## src/rtl/result_uart_tx_pkg.sv

```systemverilog
// Shared constants for the match-result UART reporter: FSM encoding, ASCII codes, frame geometry.
// Build option: define RESULT_TX_PARITY_EN to append an even-parity bit to every byte.
package result_uart_tx_pkg;

  typedef enum logic [1:0] {
    ST_IDLE    = 2'd0,
    ST_CONVERT = 2'd1,
    ST_SEND    = 2'd2,
    ST_DONE    = 2'd3
  } state_t;

  localparam logic [7:0] ASCII_ZERO  = 8'h30;
  localparam logic [7:0] ASCII_COMMA = 8'h2C;
  localparam logic [7:0] ASCII_CR    = 8'h0D;
  localparam logic [7:0] ASCII_LF    = 8'h0A;

  localparam logic [3:0] FRAME_LEN      = 4'd10;
  localparam logic [3:0] CONVERT_CYCLES = 4'd10;

`ifdef RESULT_TX_PARITY_EN
  localparam logic [3:0] BITS_PER_BYTE = 4'd11;
`else
  localparam logic [3:0] BITS_PER_BYTE = 4'd10;
`endif

  // One shift-add-3 correction step for a single BCD digit.
  function automatic logic [3:0] bcd_adj4(input logic [3:0] d);
    return (d >= 4'd5) ? d + 4'd3 : d;
  endfunction

endpackage

```

## src/rtl/result_uart_tx_serializer.sv

```systemverilog
// Bit-level UART byte transmitter: start bit, 8 data bits LSB first, optional even parity, stop bit.
// Build option: RESULT_TX_PARITY_EN inserts the parity bit before the stop bit.
module uart_tx_serializer
  import result_uart_tx_pkg::*;
#(
  parameter int CLKS_PER_BIT = 434
) (
  input  logic       clock,
  input  logic       reset,
  input  logic       start_i,
  input  logic [7:0] data_i,
  output logic       txd_o,
  output logic       done_o,
  output logic       active_o
);

  localparam int CW = (CLKS_PER_BIT > 2) ? $clog2(CLKS_PER_BIT) : 1;
  localparam logic [CW-1:0] LAST_BAUD = CW'(CLKS_PER_BIT - 1);
  localparam logic [3:0]    LAST_BIT  = BITS_PER_BYTE - 4'd1;

  logic          active_q, active_d;
  logic [3:0]    bit_q, bit_d;
  logic [CW-1:0] baud_q, baud_d;
  logic [7:0]    data_q, data_d;

  // Handshake: start_i is taken only while idle; that same cycle already drives the
  // start bit, so the baud counter loads with 1 (CLKS_PER_BIT must be at least 2).
  // done_o pulses on the final cycle of the stop bit, and the line is idle again next cycle.
  always_comb begin
    active_d = active_q;
    bit_d    = bit_q;
    baud_d   = baud_q;
    data_d   = data_q;
    done_o   = 1'b0;
    if (!active_q) begin
      if (start_i) begin
        active_d = 1'b1;
        bit_d    = 4'd0;
        baud_d   = CW'(1);
        data_d   = data_i;
      end
    end else if (baud_q == LAST_BAUD) begin
      baud_d = '0;
      if (bit_q == LAST_BIT) begin
        done_o   = 1'b1;
        active_d = 1'b0;
        bit_d    = 4'd0;
      end else begin
        bit_d = bit_q + 4'd1;
      end
    end else begin
      baud_d = baud_q + CW'(1);
    end
  end

  always_comb begin
    txd_o = 1'b1;
    if (!active_q)
      txd_o = ~start_i;
    else if (bit_q == 4'd0)
      txd_o = 1'b0;
    else if (bit_q <= 4'd8)
      txd_o = data_q[3'(bit_q - 4'd1)];
`ifdef RESULT_TX_PARITY_EN
    else if (bit_q == 4'd9)
      txd_o = ^data_q;
`endif
  end

  assign active_o = active_q;

  always_ff @(posedge clock or posedge reset) begin
    if (reset) begin
      active_q <= 1'b0;
      bit_q    <= 4'd0;
      baud_q   <= '0;
      data_q   <= 8'h00;
    end else begin
      active_q <= active_d;
      bit_q    <= bit_d;
      baud_q   <= baud_d;
      data_q   <= data_d;
    end
  end

endmodule

```

## src/rtl/result_uart_tx.sv

```systemverilog
// Reports a matcher result over UART as "XXXX,YYY\r\n": captures on valid rising edge,
// converts to BCD, then sequences the ten bytes. Build option: RESULT_TX_PARITY_EN.
module result_uart_tx
  import result_uart_tx_pkg::*;
#(
  parameter int CLKS_PER_BIT = 434
) (
  input  logic       clock,
  input  logic       reset,
  input  logic       valid,
  input  logic [9:0] x_out,
  input  logic [8:0] y_out,
  output logic       txd,
  output logic       busy,
  output logic       sendComplete
);

  state_t      state_q, state_d;
  logic        valid_q;
  logic [9:0]  x_bin_q, x_bin_d, y_bin_q, y_bin_d;
  logic [15:0] x_bcd_q, x_bcd_d, x_adj;
  logic [11:0] y_bcd_q, y_bcd_d, y_adj;
  logic [3:0]  conv_cnt_q, conv_cnt_d;
  logic [3:0]  byte_idx_q, byte_idx_d;
  logic        ser_start, ser_done, ser_active;
  logic [7:0]  ser_data;

  assign x_adj = {bcd_adj4(x_bcd_q[15:12]), bcd_adj4(x_bcd_q[11:8]),
                  bcd_adj4(x_bcd_q[7:4]),   bcd_adj4(x_bcd_q[3:0])};
  assign y_adj = {bcd_adj4(y_bcd_q[11:8]), bcd_adj4(y_bcd_q[7:4]), bcd_adj4(y_bcd_q[3:0])};

  always_comb begin
    state_d      = state_q;
    x_bin_d      = x_bin_q;
    y_bin_d      = y_bin_q;
    x_bcd_d      = x_bcd_q;
    y_bcd_d      = y_bcd_q;
    conv_cnt_d   = conv_cnt_q;
    byte_idx_d   = byte_idx_q;
    ser_start    = 1'b0;
    busy         = 1'b0;
    sendComplete = 1'b0;
    case (state_q)
      ST_IDLE: begin
        if (valid && !valid_q) begin
          x_bin_d    = x_out;
          y_bin_d    = {1'b0, y_out};
          x_bcd_d    = '0;
          y_bcd_d    = '0;
          conv_cnt_d = 4'd0;
          byte_idx_d = 4'd0;
          state_d    = ST_CONVERT;
        end
      end
      ST_CONVERT: begin
        busy       = 1'b1;
        x_bcd_d    = {x_adj[14:0], x_bin_q[9]};
        y_bcd_d    = {y_adj[10:0], y_bin_q[9]};
        x_bin_d    = {x_bin_q[8:0], 1'b0};
        y_bin_d    = {y_bin_q[8:0], 1'b0};
        conv_cnt_d = conv_cnt_q + 4'd1;
        if (conv_cnt_q == CONVERT_CYCLES - 4'd1)
          state_d = ST_SEND;
      end
      ST_SEND: begin
        busy = 1'b1;
        // The serializer drops active the cycle after done, so the next start bit follows directly.
        ser_start = !ser_active;
        if (ser_done) begin
          if (byte_idx_q == FRAME_LEN - 4'd1)
            state_d = ST_DONE;
          else
            byte_idx_d = byte_idx_q + 4'd1;
        end
      end
      ST_DONE: begin
        sendComplete = 1'b1;
        state_d      = ST_IDLE;
      end
      default: state_d = ST_IDLE;
    endcase
  end

  always_comb begin
    case (byte_idx_q)
      4'd0:    ser_data = ASCII_ZERO + {4'h0, x_bcd_q[15:12]};
      4'd1:    ser_data = ASCII_ZERO + {4'h0, x_bcd_q[11:8]};
      4'd2:    ser_data = ASCII_ZERO + {4'h0, x_bcd_q[7:4]};
      4'd3:    ser_data = ASCII_ZERO + {4'h0, x_bcd_q[3:0]};
      4'd4:    ser_data = ASCII_COMMA;
      4'd5:    ser_data = ASCII_ZERO + {4'h0, y_bcd_q[11:8]};
      4'd6:    ser_data = ASCII_ZERO + {4'h0, y_bcd_q[7:4]};
      4'd7:    ser_data = ASCII_ZERO + {4'h0, y_bcd_q[3:0]};
      4'd8:    ser_data = ASCII_CR;
      default: ser_data = ASCII_LF;
    endcase
  end

  // valid_q resets high so a level already present at reset release is not an edge.
  always_ff @(posedge clock or posedge reset) begin
    if (reset) begin
      state_q    <= ST_IDLE;
      valid_q    <= 1'b1;
      x_bin_q    <= '0;
      y_bin_q    <= '0;
      x_bcd_q    <= '0;
      y_bcd_q    <= '0;
      conv_cnt_q <= 4'd0;
      byte_idx_q <= 4'd0;
    end else begin
      state_q    <= state_d;
      valid_q    <= valid;
      x_bin_q    <= x_bin_d;
      y_bin_q    <= y_bin_d;
      x_bcd_q    <= x_bcd_d;
      y_bcd_q    <= y_bcd_d;
      conv_cnt_q <= conv_cnt_d;
      byte_idx_q <= byte_idx_d;
    end
  end

  uart_tx_serializer #(.CLKS_PER_BIT(CLKS_PER_BIT)) u_ser (
    .clock    (clock),
    .reset    (reset),
    .start_i  (ser_start),
    .data_i   (ser_data),
    .txd_o    (txd),
    .done_o   (ser_done),
    .active_o (ser_active)
  );

endmodule
```

## config.mk

```make
export PLATFORM = sky130hd
export DESIGN_NAME = result_uart_tx
export DESIGN_NICKNAME = d
export VERILOG_FILES = /design/src/rtl/result_uart_tx_pkg.sv /design/src/rtl/result_uart_tx_serializer.sv /design/src/rtl/result_uart_tx.sv
export SDC_FILE = /design/constraint.sdc
export NUM_CORES = 1
export LEC_CHECK = 0
export ABC_AREA = 1
export BUFFER_PORTS_ARGS = -buffer_cell sky130_fd_sc_hd__buf_2
export CAP_MARGIN = 10
export CELL_PAD_IN_SITES_DETAIL_PLACEMENT = 0
export CELL_PAD_IN_SITES_GLOBAL_PLACEMENT = 1
export CORE_ASPECT_RATIO = 1.4
export CORE_UTILIZATION = 38
export CTS_CLUSTER_DIAMETER = 60
export DETAILED_ROUTE_END_ITERATION = 10
export PLACE_DENSITY = 0.72
export SYNTH_ARGS = -nofsm -noshare
export SYNTH_HDL_FRONTEND = slang
export SYNTH_SLANG_ARGS = --single-unit
export TNS_END_PERCENT = 20
```

## constraint.sdc

```tcl
create_clock -name clock -period 4 [get_ports clock]
set_input_delay 0.6 -clock clock [delete_from_list [all_inputs] [get_ports clock]]
set_output_delay 0.6 -clock clock [all_outputs]
set_load 0.02 [all_outputs]
```

==> results.toml <==
[outcome]
status = "completed"

[drt]
wire_per_inst_um = 13.2
drc = 0
final_antenna_net_count = 0
routed_wl_um = 10200
drt_pre_antenna_iters = 5
drtIter0Drc = 154
num_vias = 3927
via_per_inst = 5.10

[grt]
grt_max_degree = 76
grt_overflow = 0
grt_pass1_vias = 3801
track_usage = 0.175
antenna_found_initial = 0
grt_first_pass_wirelength_um = 17500

[place]
port_buffers = 24
place_congestion = 0.794
placed_cell_area_sq_um = 4880
dp_hpwl_um = 7250
dp_slack_ps = 1500

[power]
cellLeakagePower_nw = 2.48
peakVddDrop_v = 0.000591
power_density_nw_per_um2 = 643

[die]
die_y_um = 133
ios = 25
dieArea_sq_um = 12800
initial_core_util = 0.392
die_x_um = 95.8
rows = 47
core_sq_um = 11900

[cts]
cts_setup_buffers = 0
clk_latency_ps = 340
clk_path_buf_depth = 2
ctsHoldBuffers = 0
numCtsBuffers = 9
root_buffer = "clkbuf_16"
htreeDepth = 3
cts_tree = "yes"
cts.sinks = 79
cts_resized = 0
cts.reportedPaths.clkPinSlew_ps = 70

[synthesis]
avgSynthCellArea_sq_um = 7.84
yosys_warnings = 0
ys_types = 36
ys_seq_elements = 79
yosysSeqAreaShare = 0.422
syn_area_sq_um = 4680
synth_fp_nets = 651
synthCells = 597

[timing]
final_hold_viol_count = 0
hold_slack_ps = 358
min_period_ps = 2590
setup_viol = 0
period_share = 0.648
clock_skew_ps = 7.82
max_freq_mhz = 386
maxSlewHeadroom = 0.320
fin_setup_tns_ps = 0
worst_pin_slew_ps = 1020
finalMaxSlewViolations = 0
fin_ws_ps = 1410
rsz0062_at_grt = "no"

[worst_setup_path]
critPathCaptureType = "primary output"
critical_path_class = "reg -> out"
reg2regPathDepth = 8
reg2reg_from = "state_q[1]$_DFFE_PP0P_"
crit_path_max_fanout = 10
reg2reg_slack_ps = 1980
arrival_ps = 1990
critPathLaunchType = "flop"
rr_endpoint = "y_bcd_q[11]$_DFFE_PP0P_"
worstPathRequired_ps = 3400

[finish]
antenna_cells = 0
area_delta_synth_final_pct = 10.5
num-fill-cells = 1219
multi_input_area_sq_um = 2330
final_area_sq_um = 5170
layout.nets = 672
seqCellArea_sq_um = 1980
fin_util = 0.433
drive_gt1_frac = 0.114

[worst_hold_path]
min-delay-start = "valid"
hold_path_class = "in -> reg"
whs_path_depth = 1
holdPathEnd = "valid_q$_DFF_PP1_"

[job]
max_cap_violations = 0
[synthesized netlist by cell type (all sizes together)]
cell,instances,share of area
nand2,146,0.12
a22o,2,0.0037
a22oi,1,0.0016
nand4,15,0.020
o22ai,9,0.015
a31oi,18,0.024
clkbuf,4,0.0032
nand3,27,0.030
clkinv,1,0.00080
nor2,65,0.055
dfrtp,78,0.42
nor3,4,0.0064
ha,32,0.085
inv,66,0.053
xnor2,4,0.0075
dfstp,1,0.0056
a21oi,30,0.033
buf,13,0.023
and2,2,0.0029
xor2,7,0.013
or2,10,0.013
o21ai,62,0.067
[cells by family after synthesis]
group	count (synthesis)	share of synthesized area
xor gates and xnor gates	11	0.0206
and+or+nand+nor	269	0.248
buffers and inverters	84	0.0799
AOI/OAI and AO/OA	122	0.144
DFF	79	0.422
adders and majority gates	32	0.0855
[power breakdown]
part / total (W) / internal [W] / leakage [nW] / switching [W]
clock network: 0.000764 / 0.000422 / 0.125 / 0.000342
logic: 0.00132 / 0.000450 / 1.35 / 0.000868
registers: 0.00124 / 0.00106 / 1.01 / 0.000186
total: 0.00333 / 0.00193 / 2.48 / 0.00140
[metrics by stage]
step / power [W] / instances
5_1_grt: 0.00362 / 770
3_5_place_dp: 0.00255 / 753
3_3_place_gp: 0.00252 / 753
4_1_cts: 0.00333 / 769
6_report: 0.00333 / 770
2_1_floorplan: 0.00233 / 597
[critical path, stage by stage (launching register included)]
cell and delay (ps):
dfrtp_1 500, inv_1 160, ha_1 320, inv_1 50, nor2_1 90, o21ai_0 80, nand2_1 70, nand2_1 50
nand3_1 80, nand2_1 50, nand2_1 50, buf_2 160
[per-layer routing]
| metal | part of all wire | global-route usage | vias up |
|---|---|---|---|
| met2 | 0.51 | 0.301 | 47 |
| li1 | - | - | 1997 |
| met5 | 0 | 0 | - |
| met3 | 0.024 | 0.0331 | 12 |
| met4 | 0.013 | 0.0647 | 0 |
| met1 | 0.45 | 0.215 | 1871 |
[worst max-delay path by stage]
stage,start,to
floorplan,reset,byte_idx_q[0]$_DFFE_PP0P_
finish,u_ser.bit_q[0]$_DFFE_PP0P_,txd
CTS,u_ser.bit_q[0]$_DFFE_PP0P_,txd
detailed placement,state_q[1]$_DFFE_PP0P_,conv_cnt_q[2]$_DFFE_PP0P_
global placement,state_q[1]$_DFFE_PP0P_,conv_cnt_q[2]$_DFFE_PP0P_
global route,u_ser.bit_q[0]$_DFFE_PP0P_,txd
[state kept, by name, summed over array words and instances (netlist names)]
register	count
x_bcd_q	16
y_bcd_q	12
x_bin_q	10
y_bin_q	10
u_ser.baud_q	9
u_ser.data_q	6
byte_idx_q	4
conv_cnt_q	4
u_ser.bit_q	4
state_q	2
u_ser.active_o	1
valid_q	1
[cell type report]
cell class | count | share of cell area
Clock buffer | 10 | 0.0442
Multi-Input combinational cell | 434 | 0.450
Tap cell | 147 | 0.0355
Sequential cell | 79 | 0.382
Timing Repair Buffer | 27 | 0.0300
Clock inverter | 6 | 0.00870
Inverter | 67 | 0.0488
[placed cells by master (no fill, tap or decap), types with 2 or more instances in the layout]
master and count:
clkinvlp_4 3, or2_2 10, xnor2_1 4, inv_1 63, o21ai_1 6, nand4_1 15
nand2_1 142, dfrtp_1 78, nor3_2 2, nor2_1 62, clkinv_2 2, a21oi_1 29
o22ai_2 2, inv_2 2, a31oi_1 18, xor2_1 7, nor3_1 2, clkbuf_16 9
nand3_1 26, a22o_1 2, nor2_2 2, ha_1 32, o21ai_0 55, buf_4 2
nand2_2 3, buf_2 24, o22ai_1 7
Note: power is estimated with default switching activity, not from simulation.
